===== src/rtl/multi_cycle_adder.sv =====
// Sequential WIDTH-bit adder/subtractor built around one 4-bit carry-lookahead slice.
// One nibble is processed per clock, LSB first, under a start/busy/done handshake.
module multi_cycle_adder #(
  parameter int WIDTH = 32
) (
  input  logic             clk,
  input  logic             rst,
  input  logic             start,
  input  logic             sub,
  input  logic [WIDTH-1:0] A,
  input  logic [WIDTH-1:0] B,
  input  logic             Cin,
  output logic             busy,
  output logic             done,
  output logic [WIDTH-1:0] F,
  output logic             Cout,
  output logic             OF,
  output logic             ZF
);

  localparam int N  = WIDTH / 4;
  localparam int IW = (N > 1) ? $clog2(N) : 1;

  typedef enum logic [1:0] {IDLE, RUN, DONE} state_t;

  state_t           state;
  logic [WIDTH-1:0] opa, opb;
  logic [IW-1:0]    idx;
  logic             carry;

  logic [3:0]       na, nb, p, g, sum;
  logic [4:0]       c;
  logic [WIDTH-1:0] f_next;
  logic             last, launch;

  always_comb begin
    na = opa[4*idx +: 4];
    nb = opb[4*idx +: 4];
    p  = na ^ nb;
    g  = na & nb;
    c[0] = carry;
    c[1] = g[0] | (p[0] & c[0]);
    c[2] = g[1] | (p[1] & g[0]) | (p[1] & p[0] & c[0]);
    c[3] = g[2] | (p[2] & g[1]) | (p[2] & p[1] & g[0]) | (p[2] & p[1] & p[0] & c[0]);
    c[4] = g[3] | (p[3] & g[2]) | (p[3] & p[2] & g[1]) | (p[3] & p[2] & p[1] & g[0])
         | (p[3] & p[2] & p[1] & p[0] & c[0]);
    sum  = p ^ c[3:0];
    f_next = F;
    f_next[4*idx +: 4] = sum;
    last   = (idx == IW'(N - 1));
    launch = start && (state != RUN);
  end

  always_ff @(posedge clk) begin
    if (rst) begin
      state <= IDLE;
      busy  <= 1'b0;
      done  <= 1'b0;
      F     <= '0;
      Cout  <= 1'b0;
      OF    <= 1'b0;
      ZF    <= 1'b0;
      opa   <= '0;
      opb   <= '0;
      idx   <= '0;
      carry <= 1'b0;
    end else begin
      if (launch) begin
        opa   <= A;
        opb   <= sub ? ~B : B;
        carry <= sub ? 1'b1 : Cin;
        idx   <= '0;
        state <= RUN;
        busy  <= 1'b1;
      end
      case (state)
        IDLE: ;
        RUN: begin
          F     <= f_next;
          carry <= c[4];
          if (last) begin
            // Flags are registered on the same edge that writes the top nibble.
            state <= DONE;
            busy  <= 1'b0;
            done  <= 1'b1;
            Cout  <= c[4];
            OF    <= c[3] ^ c[4];
            ZF    <= (f_next == '0);
          end else begin
            idx <= idx + 1'b1;
          end
        end
        DONE: begin
          done <= 1'b0;
          if (!launch) state <= IDLE;
        end
        default: state <= IDLE;
      endcase
    end
  end

endmodule


===== config.mk =====
export PLATFORM = sky130hd
export DESIGN_NAME = multi_cycle_adder
export DESIGN_NICKNAME = d
export VERILOG_FILES = /design/src/rtl/multi_cycle_adder.sv
export SDC_FILE = /design/constraint.sdc
export NUM_CORES = 1
export LEC_CHECK = 0
export ABC_AREA = 1
export CAP_MARGIN = 30
export CELL_PAD_IN_SITES_DETAIL_PLACEMENT = 2
export CELL_PAD_IN_SITES_GLOBAL_PLACEMENT = 2
export CORE_ASPECT_RATIO = 0.8
export CORE_MARGIN = 8
export CORE_UTILIZATION = 31
export DETAILED_ROUTE_END_ITERATION = 8
export GPL_TIMING_DRIVEN = 0
export PLACE_DENSITY = 0.92
export SLEW_MARGIN = 20
export SYNTH_ARGS = -nofsm -noshare
export SYNTH_HDL_FRONTEND = slang
export SYNTH_SLANG_ARGS = --single-unit

===== constraint.sdc =====
create_clock -name clk -period 5.2 [get_ports clk]
set_input_delay 0.52 -clock clk [delete_from_list [all_inputs] [get_ports clk]]
set_output_delay 0.52 -clock clk [all_outputs]
set_load 0.005 [all_outputs]

==> summary.txt <==
Power and ir drop
  – VDD IR-drop max: 0.144 mV
  – Power density over the cells: 322 mW/mm^2
  – Net Sw Frac: 0.324
  – Clk pwr share: 0.338
  – Combinational power share: 0.252
  – Psw: 736 uW
  – Sequential share of power: 0.410
  – Total power: 2.27 mW
  – P_int: 1.54 mW
  – Lkg Pwr: 2.90 nW

Detailed routing
  – Routed vias: 5,900
  – First-pass DRT Iterations: 5
  – Post-DRT Antenna Nets: 0
  – WL per Instance: 20.8 um
  – Initial DRC Count: 383
  – WL met2: 10,500 um
  – Routed length on met1: 11,400 um
  – Via/cell ratio: 5.26
  – Max Used Layer: met4
  – Routed WL: 23,300 um
  – DRC: 0
  – Met3 routed WL: 1070 um

Worst setup path
  – CP Class: reg -> reg
  – Worst Path Arrival: 4.50 ns
  – Worst reg-to-reg setup slack: 0.95 ns
  – Critical path's top delay family: compound AO/OA/AOI/OAI gates
  – Max stage delay cell, worst path: a31oi_1
  – Worst Path Required: 5.45 ns
  – CP endpoint kind: flop
  – Critical Path Max Stage Delay: 0.57 ns
  – Buf+Inv Stages, Crit Path: 2
  – Crit path top cell by count: nor2_1
  – CP Max Fanout: 10
  – Crit-path cells: buf_2 > clkbuf_1 > nor2_1 > nor2_1 > o21ai_0 > a31oi_1 > ha_1 > nand3_1 > nand3_1 > nand2_1 > nand4_1 > o21ai_0 > nor2_1 > nand2_1 > o21bai_1
  – Startpoint Class: flop

Timing
  – Final hold viol count: 0
  – Fin crit period: 4.25 ns
  – Clock Skew: 0.0117 ns
  – Worst-margin pin slew: 0.768 ns
  – Rel. slew slack: 0.488
  – Setup TNS Final: 0 ns
  – Setup violators final: 0
  – Max Freq: 235 MHz
  – Tcrit/Tclk final: 0.818
  – Unrepaired setup endpoints after global routing: no
  – Slew Limit Fails: 0

Clock tree
  – Clock Sinks: 107
  – CTS tree: built
  – Hold-fix buffers, CTS: 0
  – Root Buffer: clkbuf_16
  – Clock Pin Slew Worst Setup and Hold Paths: 0.08 ns
  – PostCTS Resize Cnt: 0
  – Worst skew pair latency: 0.36 ns
  – CTS Buf Count: 9
  – Postcts setup bufs: 0
  – H-Tree Depth: 3
  – Max Root-Sink Buffers: 2

Die
  – Cell Rows: 43
  – Die span in x: 164 um
  – Die Y: 134 um
  – Core area: 0.0172 mm^2
  – Total Die Area: 0.0220 mm^2
  – Initial Util: 0.315
  – Num ports: 106

Layout
  – Share of layout cells above drive strength 1: 0.0536
  – Diode count: 0
  – P&R area growth vs syn: 30.4%
  – Nets: 970
  – Fillers: 2,034

Place
  – IO Port Bufs: 104
  – GPL Wtd Cong: 0.867
  – Detail Placement HPWL: 17,800 um

Logic synthesis
  – Synth top area share: 0.395
  – Synth area leaders: dfxtp_1, o21ai_0, nor2_1
  – Synth Area per Inst: 6.99 um^2
  – Sequential share of the synthesized area: 0.395
  – Synth Flop Type: dfxtp_1
  – #FFs+latches synth: 107
  – Syn Inst Count: 776
  – Synthesized area: 0.00543 mm^2
  – Post-synthesis async set-or-reset flop share: 0
  – Post-Syn Nets: 855
  – Synth unique cells: 32
  – Cell taking the most area after synthesis: dfxtp_1
  – Synthesis Warnings: 0
  – Post-synth EDFFs: 0

Job
  – Max-cap viol count: 0

Global routing
  – Vias in the first global route: 6,623
  – Initial antenna violation count: 0
  – Grt total ovfl: 0
  – Gr usage total: 0.218
  – Largest net degree at the start of global routing: 19
  – Global-route wire length before repair: 37,300 um

Status
  – Status: finished, final reports clean

Worst hold path
  – Worst Hold Class: reg -> reg
[Yosys cell counts (8+ instances only)]
cell / number
o22ai_1: 15
ha_1: 9
dfxtp_1: 107
clkbuf_1: 35
nand3_1: 37
nand2_1: 114
xnor2_1: 27
or2_2: 10
nand4_1: 9
a211oi_1: 8
nor2_1: 138
a21oi_1: 38
o211ai_1: 17
o21ai_0: 108
inv_1: 57
[stage by stage]
stage               hold WS, ns  cell area, um^2  setup WS, ns   util  cells
floorplan                 0.430             5430          2.37      -    776
global placement          0.444             6750          1.21  0.392   1105
global route              0.506             7070         0.636  0.411   1121
detailed placement        0.461             6750          1.10  0.392   1105
CTS                       0.477             7070         0.965  0.411   1121
finish                    0.479             7070         0.946  0.411   1121
[state kept, by name, summed over array words and instances (netlist names)]
register and flops:
state 2, Cout 1, ZF 1, carry 1, opa 32, opb 32, busy 1, F 32
OF 1, idx 3, done 1
[worst register-to-register path: stages, from the launching register on]
cell,delay [ns]
dfxtp_1,0.52
buf_2,0.31
clkbuf_1,0.52
nor2_1,0.12
nor2_1,0.15
o21ai_0,0.13
a31oi_1,0.57
ha_1,0.36
nand3_1,0.16
nand3_1,0.13
nand2_1,0.17
nand4_1,0.31
o21ai_0,0.45
nor2_1,0.11
nand2_1,0.08
o21bai_1,0.07
[area by class of cell]
type | count | area (um^2) | share of cell area
flip-flops and latches | 107 | 2140 | 0.303
multi-input cells | 558 | 2840 | 0.402
clock inverters | 7 | 98.8 | 0.0140
well taps | 225 | 282 | 0.0398
repair buffers | 104 | 1040 | 0.147
clock buffers | 9 | 225 | 0.0318
plain buffers | 46 | 198 | 0.0280
inverters | 65 | 244 | 0.0345
[logic make-up after synthesis]
family / Yosys count / synth area share
AO/OA/AOI/OAI: 195 / 0.197
XOR/XNOR: 33 / 0.0533
adder cells (fa/ha/maj): 10 / 0.0244
buffers and inverters: 111 / 0.0814
flip-flops: 107 / 0.395
AND/OR/NAND/NOR: 320 / 0.249
[cell usage in the layout, fill, tap and decap left out, drive strengths merged]
master	Yosys	routed
nor2	142	142
clkbuf	35	44
dfxtp	107	107
xnor2	27	27
inv	64	66
buf	11	11
o211ai	17	17
o22ai	15	15
a211oi	8	8
xor2	6	6
ha	9	9
clkinv	1	4
a31oi	7	7
o21bai	1	1
nand4	9	9
nor3	5	5
nand3	37	37
or2	12	12
o21ai	109	109
a21oi	38	38
nand2	115	115
bufinv	0	2
clkdlybuf4s50	0	104
fa	1	1
[power groups by stage]
stage	Clock (mW)	Combinational [mW]	Sequential, mW
floorplan	0	0.322	0.936
global placement	0	0.528	0.946
detailed placement	0	0.556	0.951
CTS	0.781	0.570	0.933
global route	0.809	0.630	0.941
finish	0.768	0.573	0.933
[final timing paths]
kind | cells past startpoint | from | end
max reg2reg | 15 | idx[0] | ZF
max | 15 | idx[0] | ZF
min reg2reg | 2 | done | done
min | 2 | done | done
[metal layers]
layer	GRT usage	vias up
li1	-	2790
met1	0.292	2948
met2	0.346	139
met3	0.0469	23
met4	0.0600	0
met5	0	-
(Power assumes the default switching activity.)
